**src/rtl/holy_plic_prio.sv**
```systemverilog
// rtl/holy_plic_prio.sv - Prioritised single-context PLIC with edge/level gateways and AXI-lite registers
module holy_plic_prio #(
    parameter int          NUM_IRQS    = 8,
    parameter int          PRIO_BITS   = 3,
    parameter logic [31:0] BASE_ADDR   = 32'h8000_0000,
    parameter int          SYNC_STAGES = 2
) (
    input  logic                clk,
    input  logic                rst,
    input  logic [NUM_IRQS-1:0] irq_in,
    output logic                ext_irq_o,
    input  logic [31:0]         s_axil_awaddr,
    input  logic                s_axil_awvalid,
    output logic                s_axil_awready,
    input  logic [31:0]         s_axil_wdata,
    input  logic [3:0]          s_axil_wstrb,
    input  logic                s_axil_wvalid,
    output logic                s_axil_wready,
    output logic [1:0]          s_axil_bresp,
    output logic                s_axil_bvalid,
    input  logic                s_axil_bready,
    input  logic [31:0]         s_axil_araddr,
    input  logic                s_axil_arvalid,
    output logic                s_axil_arready,
    output logic [31:0]         s_axil_rdata,
    output logic [1:0]          s_axil_rresp,
    output logic                s_axil_rvalid,
    input  logic                s_axil_rready
);
    localparam logic [11:0] OFF_PENDING = 12'h100;
    localparam logic [11:0] OFF_ENABLE  = 12'h104;
    localparam logic [11:0] OFF_MODE    = 12'h108;
    localparam logic [11:0] OFF_THRESH  = 12'h10C;
    localparam logic [11:0] OFF_CLAIM   = 12'h110;
    localparam logic [11:0] OFF_INSERV  = 12'h114;
    localparam logic [1:0]  RESP_OKAY   = 2'b00;
    localparam logic [1:0]  RESP_SLVERR = 2'b10;

    // Bitmaps are indexed by source ID; bit 0 (reserved ID) is held at 0.
    logic [NUM_IRQS:0]    pending_q, pending_d, enable_q, enable_d, mode_q, mode_d;
    logic [NUM_IRQS:0]    in_service_q, in_service_d, edge_latch_q, edge_latch_d;
    logic [PRIO_BITS-1:0] prio_q [NUM_IRQS+1];
    logic [PRIO_BITS-1:0] prio_d [NUM_IRQS+1];
    logic [PRIO_BITS-1:0] threshold_q, threshold_d;
    logic                 ext_irq_q, ext_irq_d;
    logic [NUM_IRQS-1:0]  irq_sync, irq_prev_q, irq_prev_d;

    logic        aw_full_q, aw_full_d, w_full_q, w_full_d, bvalid_q, bvalid_d;
    logic [1:0]  bresp_q, bresp_d, rresp_q, rresp_d;
    logic [31:0] aw_addr_q, aw_addr_d, wdata_q, wdata_d, rdata_q, rdata_d;
    logic [3:0]  wstrb_q, wstrb_d;
    logic        rvalid_q, rvalid_d;

    logic [NUM_IRQS:0]    eligible, rise;
    logic [PRIO_BITS-1:0] best_prio;
    logic [4:0]           best_id;
    logic [11:0]          aw_off;
    logic [31:0]          rd_val, wr_cur, wr_new, wmask;
    logic                 rd_ok, wr_ok, wr_commit, unused_ok;

    generate
        if (SYNC_STAGES == 0) begin : g_nosync
            assign irq_sync = irq_in;
        end else begin : g_sync
            logic [NUM_IRQS-1:0] sync_q [SYNC_STAGES];
            logic [NUM_IRQS-1:0] sync_d [SYNC_STAGES];
            always_comb begin
                sync_d[0] = irq_in;
                for (int s = 1; s < SYNC_STAGES; s++) sync_d[s] = sync_q[s-1];
            end
            always_ff @(posedge clk) begin
                for (int s = 0; s < SYNC_STAGES; s++) sync_q[s] <= rst ? '0 : sync_d[s];
            end
            assign irq_sync = sync_q[SYNC_STAGES-1];
        end
    endgenerate

    function automatic logic addr_mapped(input logic [31:0] addr);
        if (addr[31:12] != BASE_ADDR[31:12] || addr[1:0] != 2'b00) return 1'b0;
        if (addr[11:8] == 4'h0) return int'(addr[7:2]) <= NUM_IRQS;
        return addr[11:0] inside {OFF_PENDING, OFF_ENABLE, OFF_MODE, OFF_THRESH, OFF_CLAIM, OFF_INSERV};
    endfunction

    function automatic logic [31:0] reg_value(input logic [11:0] off);
        logic [31:0] v;
        v = '0;
        if (off[11:8] == 4'h0) begin
            for (int i = 1; i <= NUM_IRQS; i++)
                if (int'(off[7:2]) == i) v[PRIO_BITS-1:0] = prio_q[i];
        end else begin
            case (off)
                OFF_PENDING: v[NUM_IRQS:0]    = pending_q;
                OFF_ENABLE:  v[NUM_IRQS:0]    = enable_q;
                OFF_MODE:    v[NUM_IRQS:0]    = mode_q;
                OFF_THRESH:  v[PRIO_BITS-1:0] = threshold_q;
                OFF_CLAIM:   v[4:0]           = best_id;
                OFF_INSERV:  v[NUM_IRQS:0]    = in_service_q;
                default:     v = '0;
            endcase
        end
        return v;
    endfunction

    // Highest priority wins; scanning downward with >= lets the lowest ID take ties.
    always_comb begin
        eligible  = '0;
        best_id   = '0;
        best_prio = '0;
        for (int i = NUM_IRQS; i >= 1; i--) begin
            eligible[i] = pending_q[i] & enable_q[i] & (prio_q[i] > threshold_q);
            if (eligible[i] && prio_q[i] >= best_prio) begin
                best_prio = prio_q[i];
                best_id   = 5'(i);
            end
        end
    end

    always_comb begin
        aw_off    = aw_addr_q[11:0];
        rd_ok     = addr_mapped(s_axil_araddr);
        rd_val    = reg_value(s_axil_araddr[11:0]);
        wr_ok     = addr_mapped(aw_addr_q) && aw_off != OFF_PENDING && aw_off != OFF_INSERV;
        wr_cur    = reg_value(aw_off);
        wmask     = {{8{wstrb_q[3]}}, {8{wstrb_q[2]}}, {8{wstrb_q[1]}}, {8{wstrb_q[0]}}};
        wr_new    = (wr_cur & ~wmask) | (wdata_q & wmask);
        wr_commit = aw_full_q && w_full_q && !bvalid_q;
        rise      = {irq_sync & ~irq_prev_q, 1'b0};
    end

    assign unused_ok = ^wr_new;

    always_comb begin
        pending_d    = pending_q;
        enable_d     = enable_q;
        mode_d       = mode_q;
        in_service_d = in_service_q;
        edge_latch_d = edge_latch_q;
        prio_d       = prio_q;
        threshold_d  = threshold_q;
        irq_prev_d   = irq_sync;
        ext_irq_d    = |eligible;
        aw_full_d    = aw_full_q;
        w_full_d     = w_full_q;
        aw_addr_d    = aw_addr_q;
        wdata_d      = wdata_q;
        wstrb_d      = wstrb_q;
        bvalid_d     = bvalid_q;
        bresp_d      = bresp_q;
        rvalid_d     = rvalid_q;
        rdata_d      = rdata_q;
        rresp_d      = rresp_q;

        for (int i = 1; i <= NUM_IRQS; i++) begin
            if (mode_q[i]) begin
                if (rise[i]) begin
                    if (!pending_q[i] && !in_service_q[i]) pending_d[i] = 1'b1;
                    else edge_latch_d[i] = 1'b1;
                end
            end else if (irq_sync[i-1] && !pending_q[i] && !in_service_q[i]) begin
                pending_d[i] = 1'b1;
            end
        end

        if (s_axil_awvalid && !aw_full_q) begin
            aw_full_d = 1'b1;
            aw_addr_d = s_axil_awaddr;
        end
        if (s_axil_wvalid && !w_full_q) begin
            w_full_d = 1'b1;
            wdata_d  = s_axil_wdata;
            wstrb_d  = s_axil_wstrb;
        end

        if (wr_commit) begin
            bvalid_d = 1'b1;
            bresp_d  = wr_ok ? RESP_OKAY : RESP_SLVERR;
            if (wr_ok) begin
                if (aw_off[11:8] == 4'h0) begin
                    for (int i = 1; i <= NUM_IRQS; i++)
                        if (int'(aw_off[7:2]) == i) prio_d[i] = wr_new[PRIO_BITS-1:0];
                end else begin
                    case (aw_off)
                        OFF_ENABLE: enable_d    = {wr_new[NUM_IRQS:1], 1'b0};
                        OFF_MODE:   mode_d      = {wr_new[NUM_IRQS:1], 1'b0};
                        OFF_THRESH: threshold_d = wr_new[PRIO_BITS-1:0];
                        OFF_CLAIM: begin
                            // A latched edge becomes pending as soon as the source leaves service.
                            for (int i = 1; i <= NUM_IRQS; i++) begin
                                if (wstrb_q[0] && wdata_q[4:0] == 5'(i) && in_service_q[i]) begin
                                    in_service_d[i] = 1'b0;
                                    if (edge_latch_d[i]) begin
                                        pending_d[i]    = 1'b1;
                                        edge_latch_d[i] = 1'b0;
                                    end
                                end
                            end
                        end
                        default: ;
                    endcase
                end
            end
        end
        if (bvalid_q && s_axil_bready) begin
            bvalid_d  = 1'b0;
            aw_full_d = 1'b0;
            w_full_d  = 1'b0;
        end

        if (s_axil_arvalid && !rvalid_q) begin
            rvalid_d = 1'b1;
            rresp_d  = rd_ok ? RESP_OKAY : RESP_SLVERR;
            rdata_d  = rd_ok ? rd_val : '0;
            // Claim side effect lands once, on the AR handshake, after the gateway update.
            if (rd_ok && s_axil_araddr[11:0] == OFF_CLAIM) begin
                for (int i = 1; i <= NUM_IRQS; i++) begin
                    if (best_id == 5'(i)) begin
                        pending_d[i]    = 1'b0;
                        in_service_d[i] = 1'b1;
                    end
                end
            end
        end else if (rvalid_q && s_axil_rready) begin
            rvalid_d = 1'b0;
        end

        edge_latch_d = edge_latch_d & mode_d;
    end

    always_ff @(posedge clk) begin
        if (rst) begin
            pending_q    <= '0;
            enable_q     <= '0;
            mode_q       <= '0;
            in_service_q <= '0;
            edge_latch_q <= '0;
            for (int i = 0; i <= NUM_IRQS; i++) prio_q[i] <= '0;
            threshold_q  <= '0;
            irq_prev_q   <= '0;
            ext_irq_q    <= 1'b0;
            aw_full_q    <= 1'b0;
            w_full_q     <= 1'b0;
            aw_addr_q    <= '0;
            wdata_q      <= '0;
            wstrb_q      <= '0;
            bvalid_q     <= 1'b0;
            bresp_q      <= '0;
            rvalid_q     <= 1'b0;
            rdata_q      <= '0;
            rresp_q      <= '0;
        end else begin
            pending_q    <= pending_d;
            enable_q     <= enable_d;
            mode_q       <= mode_d;
            in_service_q <= in_service_d;
            edge_latch_q <= edge_latch_d;
            prio_q       <= prio_d;
            threshold_q  <= threshold_d;
            irq_prev_q   <= irq_prev_d;
            ext_irq_q    <= ext_irq_d;
            aw_full_q    <= aw_full_d;
            w_full_q     <= w_full_d;
            aw_addr_q    <= aw_addr_d;
            wdata_q      <= wdata_d;
            wstrb_q      <= wstrb_d;
            bvalid_q     <= bvalid_d;
            bresp_q      <= bresp_d;
            rvalid_q     <= rvalid_d;
            rdata_q      <= rdata_d;
            rresp_q      <= rresp_d;
        end
    end

    assign ext_irq_o      = ext_irq_q;
    assign s_axil_awready = !aw_full_q;
    assign s_axil_wready  = !w_full_q;
    assign s_axil_bvalid  = bvalid_q;
    assign s_axil_bresp   = bresp_q;
    assign s_axil_arready = !rvalid_q;
    assign s_axil_rvalid  = rvalid_q;
    assign s_axil_rdata   = rdata_q;
    assign s_axil_rresp   = rresp_q;
endmodule
```
**config.mk**
```make
export PLATFORM = sky130hd
export DESIGN_NAME = holy_plic_prio
export DESIGN_NICKNAME = d
export VERILOG_FILES = /design/src/rtl/holy_plic_prio.sv
export SDC_FILE = /design/constraint.sdc
export NUM_CORES = 1
export LEC_CHECK = 0
export ABC_AREA = 1
export BUFFER_PORTS_ARGS = -buffer_cell sky130_fd_sc_hd__buf_2
export CELL_PAD_IN_SITES_DETAIL_PLACEMENT = 1
export CELL_PAD_IN_SITES_GLOBAL_PLACEMENT = 2
export CORE_ASPECT_RATIO = 1.5
export CORE_MARGIN = 4
export CORE_UTILIZATION = 30
export DETAILED_ROUTE_END_ITERATION = 12
export PLACE_DENSITY = 0.9
export SLEW_MARGIN = 20
export SYNTH_ARGS = -nofsm -noshare
export SYNTH_HDL_FRONTEND = slang
export SYNTH_SLANG_ARGS = --single-unit
```
**constraint.sdc**
```tcl
create_clock -name clk -period 9.3 [get_ports clk]
set_input_delay 0.465 -clock clk [delete_from_list [all_inputs] [get_ports clk]]
set_output_delay 0.465 -clock clk [all_outputs]
set_load 0.01 [all_outputs]
```
==> out/summary.txt, run 1 <==
Post-synth top area cell -> dfxtp_1
RePlAce Congestion -> 0.899
Residual DRC -> 0
Largest family of logic cells by synthesized area -> simple AND/OR/NAND/NOR gates
Cells after DPL -> 1,695
Multi-input gate area -> 0.00471 mm2
CP Max Fanout -> 7
H-tree depth -> 4
Critical Path RT -> 9.68 ns
CTS tree -> yes
Post-synthesis cell area -> 0.00856 mm2
Final ANT Viol Nets -> 0
Most frequent cells in the layout -> 182 x nand2_1, 175 x inv_1, 175 x nor2_1, 151 x dfxtp_1, 114 x o21ai_0
Worst-path clk slew -> 0.06 ns
Yosys reg bits -> 151
Worst Hold Class -> in2reg
Period utilisation layout -> 0.917
Pwr Density -> 144 mW/mm2
Root buf cell -> clkbuf_16
Grt total ovfl -> 0
Post-synth top area share -> 0.353
Critical path class -> reg2reg
Diode count -> 0
Avg Cell Area, Syn -> 6.95 um2
Number of flops mapped to enable cells by yosys -> 0
Final setup viols -> 0
Chip width -> 146 um
Largest net degree at the start of global routing -> 88
Initial core utilization -> 0.305
Final non-filler cell total -> 1,729
Hold_ws -> 0.226 ns
Clk_lat worst skew -> 0.45 ns
CP Data Arrival Time -> 8.91 ns
Status -> completed
Worst VDD drop -> 0.123 mV
Delay-heaviest family, CP -> simple AND/OR/NAND/NOR gates
Rel. slew slack -> 0.164
Top cells by area, synth -> dfxtp_1 35%, nand2_1 8.1%, inv_1 7.7%
Startpoint Class -> register
Worst-Margin Slew -> 1.24 ns
Adder-cell share of the synthesized area -> 0.0614
M1 wire length -> 11.8 mm
Die area -> 0.0314 mm2
Core area -> 0.0281 mm2
Synth Area in XOR/XNOR -> 0
Reg area -> 0.00302 mm2
Final #Nets -> 1,528
Hold buffers post-CTS -> 0
Top Layer Used -> met4
First-pass GRT wire length -> 49.0 mm
Post-Route WL -> 31.6 mm
PnR Total Power -> 1.48 mW
Mux cell area share after synthesis -> 0
Slew Limit Fails -> 0
Drt pass-1 iters -> 5
Final Hold Fails -> 0
Vias in the first global route -> 9,210
Slowest CP cell -> dfxtp_1
Area grow syn2layout -> 19.7%
Unique cell type count in the Yosys netlist -> 56
Sequential area share after synthesis -> 0.353
Commonest non-fill, non-tap cell in the layout -> nand2_1
FP Rows -> 75
Antenna violations before repair -> 0
Crit-path most repeated cell -> nand2_1
CTS sink count -> 151
Main synth FF type -> dfxtp_1
Max Clock Skew -> 0.0164 ns
Max-cap violations -> 0
Initial DRC Count -> 589
Die height -> 215 um
Vias per cell -> 5.15
Crit. End Element -> register
Compound-Gate Fraction of Synth Area -> 0.210
WL met2 -> 16.9 mm
Synth Warn # -> 0
Leakage Power -> 4.41 nW
Setup TNS -> 0 ns
Slowest stage delay, CP -> 0.36 ns
Post-Synth Simple-Gate Area -> 0.262
Async set-reset flop share out of synthesis -> 0
Layout cells sized above 1 -> 0.173
Critical path buffers and inverters -> 9
Mapped Cells -> 1,232
F_max -> 0.117 GHz
Fin crit period -> 8.53 ns
Met3 wire length -> 926 um
Filler cells -> 3,575
Total Routing Usage GR -> 0.197
Final HPWL DP -> 25.0 mm
Cts bufs inserted -> 17
Wire per inst -> 18.3 um
Port bufs -> 106
Top Ports -> 157
Clock Tree Buf Depth -> 2
Via count -> 8,908
==> worst paths after layout <==
kind / cells past startpoint / slack, ns / start / endpoint
worst min register to register: 2 / 0.40 / g_sync.sync_q[0][0] / g_sync.sync_q[0][8]
worst max-delay path: 66 / 0.77 / threshold_q[2] / edge_latch_q[3]
worst max register to register: 66 / 0.77 / threshold_q[2] / edge_latch_q[3]
worst min-delay path: 3 / 0.23 / irq_in[1] / g_sync.sync_q[0][1]
==> sequential cells by signal, indices dropped and copies added, names as in the netlist, 8 cells and up, named ones only <==
| register | cells |
|---|---|
| mode_q | 8 |
| aw_addr_q | 32 |
| s_axil_rdata | 9 |
| prio_q | 24 |
| edge_latch_q | 8 |
| g_sync.sync_q | 16 |
| irq_prev_q | 8 |
| pending_q | 8 |
| enable_q | 8 |
| wdata_q | 9 |
| in_service_q | 8 |
==> worst min-delay path, stage by stage <==
cell and delay (ns):
buf_2 0.07, inv_1 0.03, nor2_1 0.06
==> layout make-up <==
| type | count | area share |
|---|---|---|
| multi-input cells | 874 | 0.460 |
| flip-flops and latches | 151 | 0.295 |
| repair buffers | 148 | 0.0841 |
| inverters | 179 | 0.0655 |
| clock buffers | 19 | 0.0432 |
| well taps | 346 | 0.0422 |
| clock inverters | 12 | 0.0103 |
==> repair_timing <==
action                                  in CTS  in global routing
buffers inserted                             0                  3
endpoints found under the setup margin       0                 56
endpoints found under the hold margin        0                  0
gates resized for setup                      0                 23
==> cells in the mapped netlist (all sizes together), types with 11 or more instances <==
cell type and instances:
o21ai 125, nor4 11, nand3 51, inv 178, nor2 183, o22ai 13
buf 32, nor3 31, ha 42, clkbuf 20, a221oi 14, nand2 200
a21oi 101, nand4 13, dfxtp 151
==> metrics by stage <==
step	util	setup WS [ns]	cell area (um2)
6_report	0.365	0.771	10300
4_1_cts	0.362	0.271	10200
5_1_grt	0.365	-0.0673	10300
2_1_floorplan	-	1.37	8650
3_3_place_gp	0.343	0.560	9620
3_5_place_dp	0.343	0.325	9620
==> per-layer routing <==
layer  vias up  track usage
li1       4364            -
met1      4247        0.202
met2       198        0.373
met3        99       0.0263
met4         0        0.127
met5         -            0
==> cell families after synthesis <==
group | Yosys count
simple gates | 499
buf+inv | 231
other cells | 1
flops | 151
fa+ha+maj | 42
compound gates | 308
==> power breakdown <==
group          switching [mW]  internal, mW
Combinational          0.0902        0.0438
Clock                   0.289         0.372
Sequential             0.0143         0.670
(Power assumes the default switching activity.)
==> run 2: changes to the inputs <==
--- a/config.mk
+++ b/config.mk
@@ -14,5 +14,5 @@
 export CORE_UTILIZATION = 30
 export DETAILED_ROUTE_END_ITERATION = 12
-export PLACE_DENSITY = 0.9
+export PLACE_DENSITY = 0.77
 export SLEW_MARGIN = 20
 export SYNTH_ARGS = -nofsm -noshare
==> constraint.sdc (replaced) <==
create_clock -name clk -period 9.3 [get_ports clk]
set_input_delay 1.395 -clock clk [delete_from_list [all_inputs] [get_ports clk]]
set_output_delay 1.395 -clock clk [all_outputs]
set_load 0.01 [all_outputs]
==> run 2 against run 1 <==
Effect of this change: cell area grew 1.7%; combinational power is essentially flat; critical path depth grew 2; clock power grew 8.9%; critical path type unchanged; core utilization grew 0.62 points; maximum frequency grew 0.43%; die area is the same.
==> out/summary.txt, run 2 (synthesis results as in run 1) <==
R2R Setup Slk -> 0.81 ns (was 0.77 ns)
CP startpoint -> threshold_q[1] (was threshold_q[2])
Hold_ws -> 0.402 ns (was 0.226 ns)
Crit. End Element -> register (unchanged)
Vias in the first global route -> 9,423 (was 9,210)
RePlAce Congestion -> 0.908 (was 0.899)
Final ANT Viol Nets -> 0 (unchanged)
CP Data Arrival Time -> 8.87 ns (was 8.91 ns)
RSZ-0062 raised after global routing -> no
Largest net degree at the start of global routing -> 88 (unchanged)
Critical path class -> reg2reg (unchanged)
FF-to-FF path depth -> 68 (was 66)
Setup TNS -> 0 ns (unchanged)
First-pass GRT wire length -> 50.5 mm (was 49.0 mm)
Util after Layout -> 0.372 (was 0.365)
Initial DRC Count -> 359 (was 589)
Top Layer Used -> met4 (unchanged)
FP Rows -> 75 (unchanged)
CTS sink count -> 151 (unchanged)
Leakage Power -> 4.51 nW (was 4.41 nW)
Multi-input gate area -> 0.00473 mm2 (was 0.00471 mm2)
Period utilisation layout -> 0.913 (was 0.917)
WL met2 -> 17.6 mm (was 16.9 mm)
Final HPWL DP -> 25.5 mm (was 25.0 mm)
Top Ports -> 157 (unchanged)
Startpoint Class -> register (unchanged)
Regs by FF count -> aw_addr_q x32, prio_q x24, g_sync.sync_q x16 (unchanged)
Antenna violations before repair -> 0 (unchanged)
Critical Path RT -> 9.67 ns (was 9.68 ns)
M1 wire length -> 12.7 mm (was 11.8 mm)
Layout cells sized above 1 -> 0.184 (was 0.173)
Slew Limit Fails -> 0 (unchanged)
Worst-Margin Slew -> 0.926 ns (was 1.24 ns)
PnR Total Power -> 1.54 mW (was 1.48 mW)
Cts bufs inserted -> 17 (unchanged)
Commonest non-fill, non-tap cell in the layout -> nand2_1 (unchanged)
Port bufs -> 106 (unchanged)
H-tree depth -> 4 (unchanged)
Critical Path End -> in_service_q[5] (was edge_latch_q[3])
Post-Route WL -> 32.2 mm (was 31.6 mm)
Root buf cell -> clkbuf_16 (unchanged)
Max-cap violations -> 0 (unchanged)
Die area -> 0.0314 mm2 (unchanged)
Initial core utilization -> 0.305 (unchanged)
Crit-path most repeated cell -> nand2_1 (unchanged)
Clock Tree Buf Depth -> 2 (unchanged)
Top reg by flops -> aw_addr_q (unchanged)
Pwr Density -> 147 mW/mm2 (was 144 mW/mm2)
Largest register FFs -> 32 (unchanged)
Worst Hold Class -> reg2reg (was in2reg)
Chip width -> 146 um (unchanged)
Filler cells -> 3,584 (was 3,575)
Fin crit period -> 8.49 ns (was 8.53 ns)
Total Routing Usage GR -> 0.205 (was 0.197)
Core area -> 0.0281 mm2 (unchanged)
Met3 wire length -> 624 um (was 926 um)
Area grow syn2layout -> 21.8% (was 19.7%)
Hold buffers post-CTS -> 0 (unchanged)
Reg area -> 0.00303 mm2 (was 0.00302 mm2)
Worst-path clk slew -> 0.06 ns (about the same)
Final Hold Fails -> 0 (unchanged)
Slowest CP cell -> dfxtp_2 (was dfxtp_1)
Diode count -> 0 (unchanged)
Worst VDD drop -> 0.112 mV (was 0.123 mV)
Status -> completed (unchanged)
Max Clock Skew -> 0.0119 ns (was 0.0164 ns)
Via count -> 8,877 (was 8,908)
Worst reg2reg endpoint -> in_service_q[5] (was edge_latch_q[3])
Placed cell area -> 0.00974 mm2 (was 0.00962 mm2)
Slowest stage delay, CP -> 0.37 ns (was 0.36 ns)
Die height -> 215 um (unchanged)
Residual DRC -> 0 (unchanged)
Final setup viols -> 0 (unchanged)
Final #Nets -> 1,542 (was 1,528)
Rel. slew slack -> 0.378 (was 0.164)
CTS tree -> yes (unchanged)
Reg-to-Reg Start -> threshold_q[1] (was threshold_q[2])
Fin area -> 0.0104 mm2 (was 0.0103 mm2)
Drt pass-1 iters -> 5 (unchanged)
Vias per cell -> 5.09 (was 5.15)
Wire per inst -> 18.5 um (was 18.3 um)
Most frequent cells in the layout -> 180 x nand2_1, 175 x inv_1, 175 x nor2_1, 149 x dfxtp_1, 115 x o21ai_0 (was 182 x nand2_1, 175 x inv_1, 175 x nor2_1, 151 x dfxtp_1, 114 x o21ai_0)
F_max -> 0.118 GHz (was 0.117 GHz)
Clk_lat worst skew -> 0.44 ns (was 0.45 ns)
Grt total ovfl -> 0 (unchanged)
CP Max Fanout -> 7 (unchanged)
==> run 2: how the worst min path moves through the flow <==
stage,start,to,cells past startpoint
floorplan,g_sync.sync_q[0][2],g_sync.sync_q[0][10],2
global placement,g_sync.sync_q[0][6],g_sync.sync_q[0][14],2
detailed placement,g_sync.sync_q[0][5],g_sync.sync_q[0][13],2
CTS,g_sync.sync_q[0][0],g_sync.sync_q[0][8],2
global route,g_sync.sync_q[0][7],g_sync.sync_q[0][15],2
finish,g_sync.sync_q[0][0],g_sync.sync_q[0][8],2
==> run 2: timing repair <==
| action | 4_1_cts | 5_1_grt |
|---|---|---|
| resized for setup | 0 | 28 |
| setup endpoints to repair | 0 | 56 |
| buffers inserted | 0 | 1 |
==> run 2: layer usage <==
metal  track usage  vias to the layer above
met5             0                        -
met4        0.0938                        0
met3        0.0263                       57
met2         0.401                      149
met1         0.215                     4283
li1              -                     4388
==> run 2: critical path: cells and delay by family, from the launching register on <==
| kind | cells | cell delay, ns |
|---|---|---|
| AND/OR/NAND/NOR | 36 | 3.10 |
| AO/OA/AOI/OAI | 11 | 1.25 |
| adder cells (fa/ha/maj) | 8 | 2.24 |
| flip-flops | 1 | 0.37 |
| buffers and inverters | 13 | 1.39 |
==> run 2: power by group <==
| part | internal (mW) | total (mW) | switching (mW) |
|---|---|---|---|
| registers | 0.670 | 0.684 | 0.0139 |
| clock network | 0.430 | 0.720 | 0.291 |
| logic | 0.0442 | 0.133 | 0.0890 |
==> run 2: through the flow <==
stage / setup WS, ns / cells
finish: 0.807 / 1744
global route: 0.0127 / 1744
CTS: 0.140 / 1743
detailed placement: 0.236 / 1711
global placement: 0.359 / 1711
floorplan: 1.37 / 1256
==> run 2: cell type report <==
class / count / share of cell area
Multi-Input combinational cell: 874 / 0.454
Sequential cell: 151 / 0.290
Timing Repair Buffer: 162 / 0.0924
Inverter: 179 / 0.0645
Clock buffer: 21 / 0.0432
Tap cell: 346 / 0.0415
Clock inverter: 11 / 0.0143
